--- src/rtl/bcd_counter_scan_src.sv ---
// 4-digit BCD up/down counter stepped by a prescaled tick, plus a free-running 2-bit scan select.
// Define BCD_CNT_LOAD_EN to add the synchronous parallel load ports (load, load_val).
module bcd_counter_scan_src #(
   parameter int COUNT_DIV     = 100_000_000,
   parameter int SCAN_DIV_BITS = 17
) (
   input  logic        clk,
   input  logic        rst_n,
   input  logic        en,
   input  logic        up,
   input  logic        clr,
`ifdef BCD_CNT_LOAD_EN
   input  logic        load,
   input  logic [15:0] load_val,
`endif
   output logic [3:0]  bcd3,
   output logic [3:0]  bcd2,
   output logic [3:0]  bcd1,
   output logic [3:0]  bcd0,
   output logic [1:0]  scan_sel,
   output logic        tick,
   output logic        wrap
);

   localparam int PRE_W = $clog2(COUNT_DIV);
   localparam logic [PRE_W-1:0] PRE_MAX = PRE_W'(COUNT_DIV - 1);

   logic [PRE_W-1:0]         pre;
   logic [SCAN_DIV_BITS-1:0] scan_div;
   logic [3:0]               digit     [4];
   logic [3:0]               digit_nxt [4];
   logic                     step_wrap;

`ifdef BCD_CNT_LOAD_EN
   function automatic logic [3:0] clamp9(input logic [3:0] v);
      return (v > 4'd9) ? 4'd9 : v;
   endfunction
`endif

   // Ripple the carry (up) or borrow (down) from the units digit; surviving past the top means wrap.
   always_comb begin
      logic carry;
      carry = 1'b1;
      for (int i = 0; i < 4; i++) begin
         digit_nxt[i] = digit[i];
         if (up) begin
            if (carry) digit_nxt[i] = (digit[i] == 4'd9) ? 4'd0 : digit[i] + 4'd1;
            carry = carry && (digit[i] == 4'd9);
         end else begin
            if (carry) digit_nxt[i] = (digit[i] == 4'd0) ? 4'd9 : digit[i] - 4'd1;
            carry = carry && (digit[i] == 4'd0);
         end
      end
      step_wrap = carry;
   end

   always_ff @(posedge clk or negedge rst_n) begin
      if (!rst_n) scan_div <= '0;
      else        scan_div <= scan_div + SCAN_DIV_BITS'(1);
   end

   assign scan_sel = scan_div[SCAN_DIV_BITS-1 -: 2];

   always_ff @(posedge clk or negedge rst_n) begin
      if (!rst_n) begin
         pre   <= '0;
         digit <= '{default: 4'd0};
         tick  <= 1'b0;
         wrap  <= 1'b0;
      end else begin
         tick <= 1'b0;
         wrap <= 1'b0;
         if (clr) begin
            pre   <= '0;
            digit <= '{default: 4'd0};
`ifdef BCD_CNT_LOAD_EN
         end else if (load) begin
            pre      <= '0;
            digit[3] <= clamp9(load_val[15:12]);
            digit[2] <= clamp9(load_val[11:8]);
            digit[1] <= clamp9(load_val[7:4]);
            digit[0] <= clamp9(load_val[3:0]);
`endif
         end else if (en) begin
            if (pre == PRE_MAX) begin
               pre   <= '0;
               digit <= digit_nxt;
               tick  <= 1'b1;
               wrap  <= step_wrap;
            end else begin
               pre <= pre + PRE_W'(1);
            end
         end
      end
   end

   assign bcd3 = digit[3];
   assign bcd2 = digit[2];
   assign bcd1 = digit[1];
   assign bcd0 = digit[0];

endmodule

--- config.mk ---
export PLATFORM = sky130hd
export DESIGN_NAME = bcd_counter_scan_src
export DESIGN_NICKNAME = d
export VERILOG_FILES = /design/src/rtl/bcd_counter_scan_src.sv
export SDC_FILE = /design/constraint.sdc
export NUM_CORES = 1
export LEC_CHECK = 0
export BUFFER_PORTS_ARGS = -buffer_cell sky130_fd_sc_hd__buf_4
export CAP_MARGIN = 20
export CORE_MARGIN = 1
export CORE_UTILIZATION = 60
export CTS_BUF_LIST = sky130_fd_sc_hd__clkbuf_16
export DETAILED_ROUTE_END_ITERATION = 10
export PLACE_DENSITY = 0.91
export SYNTH_ARGS = -nofsm -noshare
export SYNTH_HDL_FRONTEND = slang
export SYNTH_SLANG_ARGS = --single-unit
export TNS_END_PERCENT = 50
--- constraint.sdc ---
create_clock -name clk -period 2.53 [get_ports clk]
set_input_delay 0.253 -clock clk [delete_from_list [all_inputs] [get_ports clk]]
set_output_delay 0.253 -clock clk [all_outputs]
set_load 0.005 [all_outputs]
==> results_dict.tcl, run 1 <==
set metrics [dict create \
    synth_flop_cell "dfrtp_1" \
    cp_slowest_cell "nor4_2" \
    ios 25 \
    path_cells "nor4_2 -> nand4_2 -> or2_2 -> or3_1 -> o211a_1" \
    cts_buffer_depth 2 \
    synth_edf_count 0 \
    r2r-start "pre[11]" \
    first_iter_violations 274 \
    fin_nets 413 \
    insertion_delay_ps 330 \
    peakVddDrop_uv 426.1 \
    synthTopCellsByArea "dfrtp_1, xnor2_1, nor2_1, xor2_1, nand3_1" \
    critPathMaxStageDelay_ps 440 \
    grt_pass1_wl_mm 13.57 \
    path_class "flip-flop to flip-flop" \
    first_pass_iters 5 \
    synth.distinct_cells 55 \
    ys_top_cells_by_count "dfrtp_1, nor2_1, nand2_1, xnor2_1, nand3_1" \
    finalHoldViolations 5 \
    tritoncts "done" \
    grt_max_degree 63 \
    place_congestion 0.8606 \
    rows 27 \
    synth_cells 386 \
    yosysMostFrequentCell "dfrtp_1" \
    fin_cells 483 \
    start_kind "flip-flop" \
    hp-class "input pin to async pin" \
    cts.sinks 62 \
    grt_pass1_vias 2962 \
    synth_top_area_share 0.4352 \
    antenna_cells 0 \
    ys_ff_latch 62 \
    h-tree-depth 3 \
    ys_seq_area_frac 0.4352 \
    ys_warn_count 0 \
    worst-slew-pin-transition_ps 792.5 \
    via_count 3035 \
    fin_skew_ps 8.804 \
    syn_area_um2 3565 \
    fin_ws_ps 343.5 \
    p_per_area_nw_per_um2 598.0 \
    cp_top_family "simple AND/OR/NAND/NOR gates" \
    cts_setup_buffers 0 \
    ys_async_sr_fraction 1.000 \
    layout-drive-gt1-share 0.1509 \
    avgRoutedWirePerCell_um 16.83 \
    gr-total-overflow 0 \
    via_per_inst 6.284 \
    report.final.slew_viol_count 0 \
    hold_slack_ps -9.562 \
    seqCellArea_um2 1551 \
    required_ps 2750 \
    core_area_um2 5608 \
    antenna_found_initial 0 \
    postPlaceCellArea_um2 3764 \
    place_ws_ps 375.5 \
    fin_crit_sh 0.8642 \
    utilization 0.7298 \
    placedCellCount 467 \
    syn_nets 393 \
    rsz0062_at_grt "no" \
    setup_tns_ps 0 \
    status "finished with violations" \
    yosysTopAreaCell "dfrtp_1" \
    drtAntennaViolNets 0 \
    violations "negative hold slack" \
    arrival_ps 2410 \
    final_area_um2 4093 \
    grt_usage 0.2832 \
    areaGrowthSynthToFinish_pct 14.81 \
    cp_max_fo 5 \
    initial_core_util 0.6357 \
    ctsResizeCount 0 \
    cts_inserted_buffers 9 \
    setup_viol 0 \
    drv_cap 0 \
    fmax_ghz 0.4573 \
    cp-startpoint "pre[11]" \
    period_needed_ps 2187 \
    dieHeight_um 79.08 \
    root_buffer "clkbuf_16" \
    synth_area_per_cell_um2 9.235 \
    nFillCells 393 \
    cp-end-kind "flip-flop" \
    die_area_um2 6254 \
    multiInputGateArea_um2 1856 \
    hold_buffers 0 \
    relSlewSlack 0.4717 \
    critical_path_buf_inv_count 0 \
    drcViolationCount 0 \
    path_clk_slew_ps 60 \
    die_width_um 79.08 \
    dp_hpwl_mm 5.160 \
    drt-total-wl_mm 8.131 \
    io_buffers 24 \
    p_leak_uw 0.001758 \
]
-- power breakdown --
group	switching, µW	leakage, µW	total [µW]	internal (µW)
registers	3.07	0.000851	998	995
clock network	484	0.000161	1360	877
logic	63.6	0.000746	88.4	24.8
total	551	0.00176	2450	1900
-- cell type report --
| class | instances | share of cell area |
|---|---|---|
| multi-input combinational | 292 | 0.4534 |
| sequential | 62 | 0.3791 |
| clock buffer | 9 | 0.05503 |
| timing repair buffer | 30 | 0.05503 |
| clock inverter | 7 | 0.02537 |
| tap | 72 | 0.02201 |
| inverter | 11 | 0.01009 |
-- cells in the final DEF (no fill, tap or decap), types with 3 or more instances in the layout --
cell / instances
o22ai_1: 5
nor2_1: 58
a211oi_1: 3
clkbuf_16: 9
dfrtp_1: 62
nand2_1: 26
mux2i_1: 7
and2_1: 3
buf_4: 30
nor4_1: 5
nand3_1: 25
a21oi_1: 15
a221oi_1: 4
o21ai_0: 12
or3_1: 4
xor2_1: 20
xnor2_1: 26
and3_1: 9
inv_6: 4
nand4_1: 15
and4_1: 5
nor3_1: 6
and3b_1: 4
inv_1: 11
a22oi_1: 3
-- through the flow --
| stage | total power, µW | hold WS, ps |
|---|---|---|
| after floorplan | 1069 | -42.59 |
| after global placement | 1100 | 376.6 |
| after detailed placement | 1102 | 375.3 |
| after CTS | 2464 | 19.68 |
| after global routing | 2514 | 58.27 |
| final | 2448 | -9.562 |
-- kinds of logic after synthesis --
group / synth area share
AOI/OAI and AO/OA: 0.1053
xor gates and xnor gates: 0.1130
adders and majority gates: 0.007019
buffers and inverters: 0.04422
DFF: 0.4352
muxes: 0.02282
and+or+nand+nor: 0.2724
-- layer usage --
metal  GRT usage  up-vias  share of wire
li1            -     1406              -
met1      0.3419     1487           0.43
met2      0.4612      117           0.49
met3     0.06782       25          0.052
met4      0.1636        0          0.027
met5           0        -              0
-- flip-flops by register name, summed over array words and instances, names as in the netlist --
| signal | cells |
|---|---|
| bcd0 | 4 |
| bcd1 | 4 |
| bcd2 | 4 |
| bcd3 | 4 |
| pre | 27 |
| scan_div | 17 |
| tick | 1 |
| wrap | 1 |
-- worst paths after layout --
check | depth (start not counted) | slack [ps] | end
setup / recovery | 5 | 340 | bcd3[1]
hold / removal | 1 | -10 | bcd2[2]
setup reg to reg | 5 | 340 | bcd3[1]
hold reg to reg | 1 | 510 | scan_div[12]
max in group asynchronous | 1 | 2000 | bcd1[2]
min in group clk | 2 | 240 | pre[1]
Note: power is estimated with default switching activity, not from simulation.
==> inputs of run 2 (changes only) <==
- CAP_MARGIN: 20 -> default
- CELL_PAD_IN_SITES_DETAIL_PLACEMENT: default -> 2
- CELL_PAD_IN_SITES_GLOBAL_PLACEMENT: default -> 2
- CORE_MARGIN: 1 -> 5
- CORE_UTILIZATION: 60 -> 38
==> results_dict.tcl, run 2 (same netlist as run 1, synthesis figures left out) <==
set metrics [dict create \
    status "finished with violations" \
    violations "negative hold slack" \
    cts_buffer_depth 2 \
    insertion_delay_ps 330 \
    path_clk_slew_ps 60 \
    via_count 3019 \
    via_per_inst 5.784 \
    start_kind "flip-flop" \
    rsz0062_at_grt "no" \
    period_needed_ps 2287 \
    report.final.slew_viol_count 0 \
    dp_hpwl_mm 7.088 \
    arrival_ps 2490 \
    drv_cap 0 \
    largest_reg_flops 27 \
    initial_core_util 0.3876 \
    r2r-start "pre[11]" \
    crit_end "bcd2[3]" \
    largestRegisters "pre: 27 flops, scan_div: 17 flops" \
    cts_inserted_buffers 9 \
    cp_slowest_cell "nor4_4" \
    ctsResizeCount 0 \
    peakVddDrop_uv 262.8 \
    top_register "pre" \
    core_area_um2 9196 \
    cts.sinks 62 \
    antenna_cells 0 \
    path_cells "nor4_2 -> nand4_2 -> nor4_4 -> nor2_1 -> a211oi_1" \
    fin_skew_ps 7.160 \
    dieHeight_um 106.9 \
    critPathMaxStageDelay_ps 550 \
    setup_viol 0 \
    hold_buffers 0 \
    gr-total-overflow 0 \
    worst-slew-pin-transition_ps 817.0 \
    h-tree-depth 3 \
    tritoncts "done" \
    fin_crit_sh 0.9040 \
    root_buffer "clkbuf_16" \
    r2r_slack_ps 240 \
    drtAntennaViolNets 0 \
    fin_nets 413 \
    hold_slack_ps -0.4527 \
    grt_max_degree 63 \
    die_width_um 106.9 \
    grt_pass1_wl_mm 17.54 \
    final_common_cell "dfrtp_1" \
    rows 35 \
    finalPower_uw 2297 \
    cts_setup_buffers 0 \
    setup_tns_ps 0 \
    drcViolationCount 0 \
    layout-drive-gt1-share 0.1436 \
    areaGrowthSynthToFinish_pct 14.85 \
    reg2reg_depth 5 \
    first_iter_violations 71 \
    grt_pass1_vias 3490 \
    relSlewSlack 0.4553 \
    antenna_found_initial 0 \
    p_leak_uw 0.001743 \
    grt_usage 0.1933 \
    die_area_um2 11420 \
    nFillCells 989 \
    ios 25 \
    finalHoldViolations 1 \
    drt-total-wl_mm 10.32 \
    avgRoutedWirePerCell_um 19.76 \
    cp-end-kind "flip-flop" \
    required_ps 2730 \
    mostFrequentLayoutCells "dfrtp_1, nor2_1, buf_4" \
    io_buffers 24 \
    first_pass_iters 4 \
    hp-class "input pin to async pin" \
    p_per_area_nw_per_um2 561.1 \
    fmax_ghz 0.4373 \
    timing.rr.end "bcd2[3]" \
    cp-startpoint "pre[11]" \
    path_class "flip-flop to flip-flop" \
    place_congestion 0.7481 \
    cp_max_fo 6 \
]
-- run 2: cell count changes in the layout (fill, tap and decap cells not counted) --
cell	delta
bufinv_16	-1
clkinv_1	+2
clkinv_2	+3
clkinv_4	-1
inv_1	+1
inv_6	-4
-- run 2: metal layers --
metal	vias to the layer above	wire length, µm	GRT usage
li1	1403	-	-
met1	1564	4395	0.2169
met2	38	5515	0.3629
met3	14	238	0.04034
met4	0	168	0.06119
met5	-	0	0
-- run 2: critical path: cells and delay by family, from the launching register on --
family | cells | cell delay (ps)
DFF | 1 | 430
AOI/OAI and AO/OA | 1 | 360
and+or+nand+nor | 4 | 1370
-- run 2: power by group --
group | leakage (µW) | switching, µW | internal, µW
clock network | 0.000145 | 459 | 746
logic | 0.000747 | 68.2 | 24.2
registers | 0.000851 | 3.87 | 995
total | 0.00174 | 532 | 1770
-- run 2: metrics by stage --
step                setup slack, ps  instance area, µm²  utilization  cells
floorplan                     496.4                3565            -    386
global placement              369.8                3812       0.4146    506
detailed placement            243.1                3812       0.4146    506
CTS                           214.4                4094       0.4452    522
global route                  73.00                4094       0.4452    522
finish                        243.0                4094       0.4452    522
-- run 2: how the worst min path moves through the flow --
| stage | endpoint | startpoint |
|---|---|---|
| floorplan | bcd0[0] | rst_n |
| global placement | bcd1[3] | rst_n |
| detailed placement | bcd1[3] | rst_n |
| CTS | bcd1[3] | rst_n |
| global route | bcd1[2] | rst_n |
| finish | bcd1[3] | rst_n |
-- run 2: cell type report --
cell class	count	area, µm²	share of cell area
clock inverter	7	56.30	0.01375
sequential	62	1551	0.3790
multi-input combinational	292	1856	0.4532
tap	111	138.9	0.03392
inverter	11	41.29	0.01009
timing repair buffer	30	225.2	0.05501
clock buffer	9	225.2	0.05501
==> inputs of run 3 (changes only) <==
- PLACE_DENSITY: 0.91 -> default
- PLACE_DENSITY_LB_ADDON: default -> 0.1
==> results_dict.tcl, run 3 (same netlist as run 1, synthesis figures left out) <==
set metrics [dict create \
    mostFrequentLayoutCells "dfrtp_1, nor2_1, buf_4" \
    cts_setup_buffers 0 \
    first_iter_violations 54 \
    hp-class "input pin to async pin" \
    cp_slowest_cell "or4b_1" \
    drv_cap 0 \
    largestRegisters "pre: 27 flops, scan_div: 17 flops" \
    fin_crit_sh 0.8756 \
    cp_top_family "simple AND/OR/NAND/NOR gates" \
    cts_inserted_buffers 9 \
    setup_viol 0 \
    arrival_ps 2470 \
    drt-total-wl_mm 9.478 \
    place_ws_ps 326.1 \
    path_cells "nor4_2 -> nand4_2 -> nor3_4 -> or4b_1 -> a21oi_1" \
    r2r-start "pre[11]" \
    period_needed_ps 2215 \
    top_register "pre" \
    cp-end-kind "flip-flop" \
    status "complete, no violations" \
    cp-startpoint "pre[11]" \
    die_area_um2 11420 \
    path_class "flip-flop to flip-flop" \
    path_clk_slew_ps 50 \
    dieHeight_um 106.9 \
    via_count 2951 \
    fin_skew_ps 6.687 \
    report.final.slew_viol_count 0 \
    antenna_cells 0 \
    root_buffer "clkbuf_16" \
    fmax_ghz 0.4514 \
    grt_max_degree 63 \
    h-tree-depth 3 \
    required_ps 2780 \
    cts.sinks 62 \
    finalHoldViolations 0 \
    dp_hpwl_mm 6.571 \
    utilization 0.4505 \
    final_common_cell "dfrtp_1" \
    fin_ws_ps 314.8 \
    first_pass_iters 4 \
    rows 35 \
    place_congestion 0.7306 \
    ctsResizeCount 0 \
    grt_pass1_vias 3211 \
    timing.rr.end "bcd1[1]" \
    relSlewSlack 0.4564 \
    cp_max_fo 6 \
    areaGrowthSynthToFinish_pct 16.22 \
    drcViolationCount 0 \
    start_kind "flip-flop" \
    grt_pass1_wl_mm 16.33 \
    grt_usage 0.1772 \
    worst-slew-pin-transition_ps 815.4 \
    tritoncts "done" \
    fin_nets 415 \
    avgRoutedWirePerCell_um 18.09 \
    antenna_found_initial 0 \
    largest_reg_flops 27 \
    via_per_inst 5.632 \
    hold_slack_ps 19.25 \
    rsz0062_at_grt "no" \
    setup_tns_ps 0 \
    finalPower_uw 2388 \
    io_buffers 24 \
    r2r_slack_ps 310 \
    critPathMaxStageDelay_ps 480 \
    cts_buffer_depth 2 \
    core_area_um2 9196 \
    peakVddDrop_uv 331.9 \
    layout-drive-gt1-share 0.1525 \
    hold_buffers 0 \
    ios 25 \
    critical_path_buf_inv_count 0 \
    drtAntennaViolNets 0 \
    initial_core_util 0.3876 \
    die_width_um 106.9 \
    p_leak_uw 0.001765 \
    p_per_area_nw_per_um2 576.3 \
    insertion_delay_ps 330 \
    reg2reg_depth 5 \
    gr-total-overflow 0 \
]
[run 3: changes by cell type in the layout (fill, tap and decap cells not counted)]
cell and delta:
clkinv_4 +1, clkinvlp_4 +1, bufinv_16 +1, clkinv_2 -1
buf_4 +2, clkinv_1 -2
[run 3: how the worst max path moves through the flow]
stage              end  depth (start not counted)  slack, ps
5_1_grt        bcd1[1]                          5        190
3_3_place_gp   bcd3[1]                          6        370
4_1_cts        bcd1[1]                          5        300
2_1_floorplan  bcd3[1]                          6        500
3_5_place_dp   bcd1[1]                          5        330
6_report       bcd1[1]                          5        310
[run 3: routing by layer]
| metal | track usage | share of wire |
|---|---|---|
| met1 | 0.2251 | 0.47 |
| met5 | 0 | 0 |
| met3 | 0.02769 | 0.020 |
| met2 | 0.3121 | 0.50 |
| met4 | 0.04932 | 0.011 |
[run 3: power breakdown]
group | switching [µW] | internal (µW) | total (µW)
clock | 443 | 856 | 1300
combinational | 65.4 | 24.0 | 89.4
sequential | 3.75 | 995 | 999
total | 513 | 1870 | 2390
[run 3: per-stage QoR]
| stage | area, µm² | std cells |
|---|---|---|
| 3_3_place_gp | 3827 | 508 |
| 2_1_floorplan | 3565 | 386 |
| 6_report | 4143 | 524 |
| 4_1_cts | 4143 | 524 |
| 5_1_grt | 4143 | 524 |
| 3_5_place_dp | 3827 | 508 |
[run 3: cell type report]
cell class | instances | area [µm²]
multi-input cells | 292 | 1856
clock buffers | 9 | 225.2
clock inverters | 7 | 90.09
inverters | 11 | 41.29
flip-flops and latches | 62 | 1551
repair buffers | 32 | 240.2
fillers | 1023 | 5054
well taps | 111 | 138.9
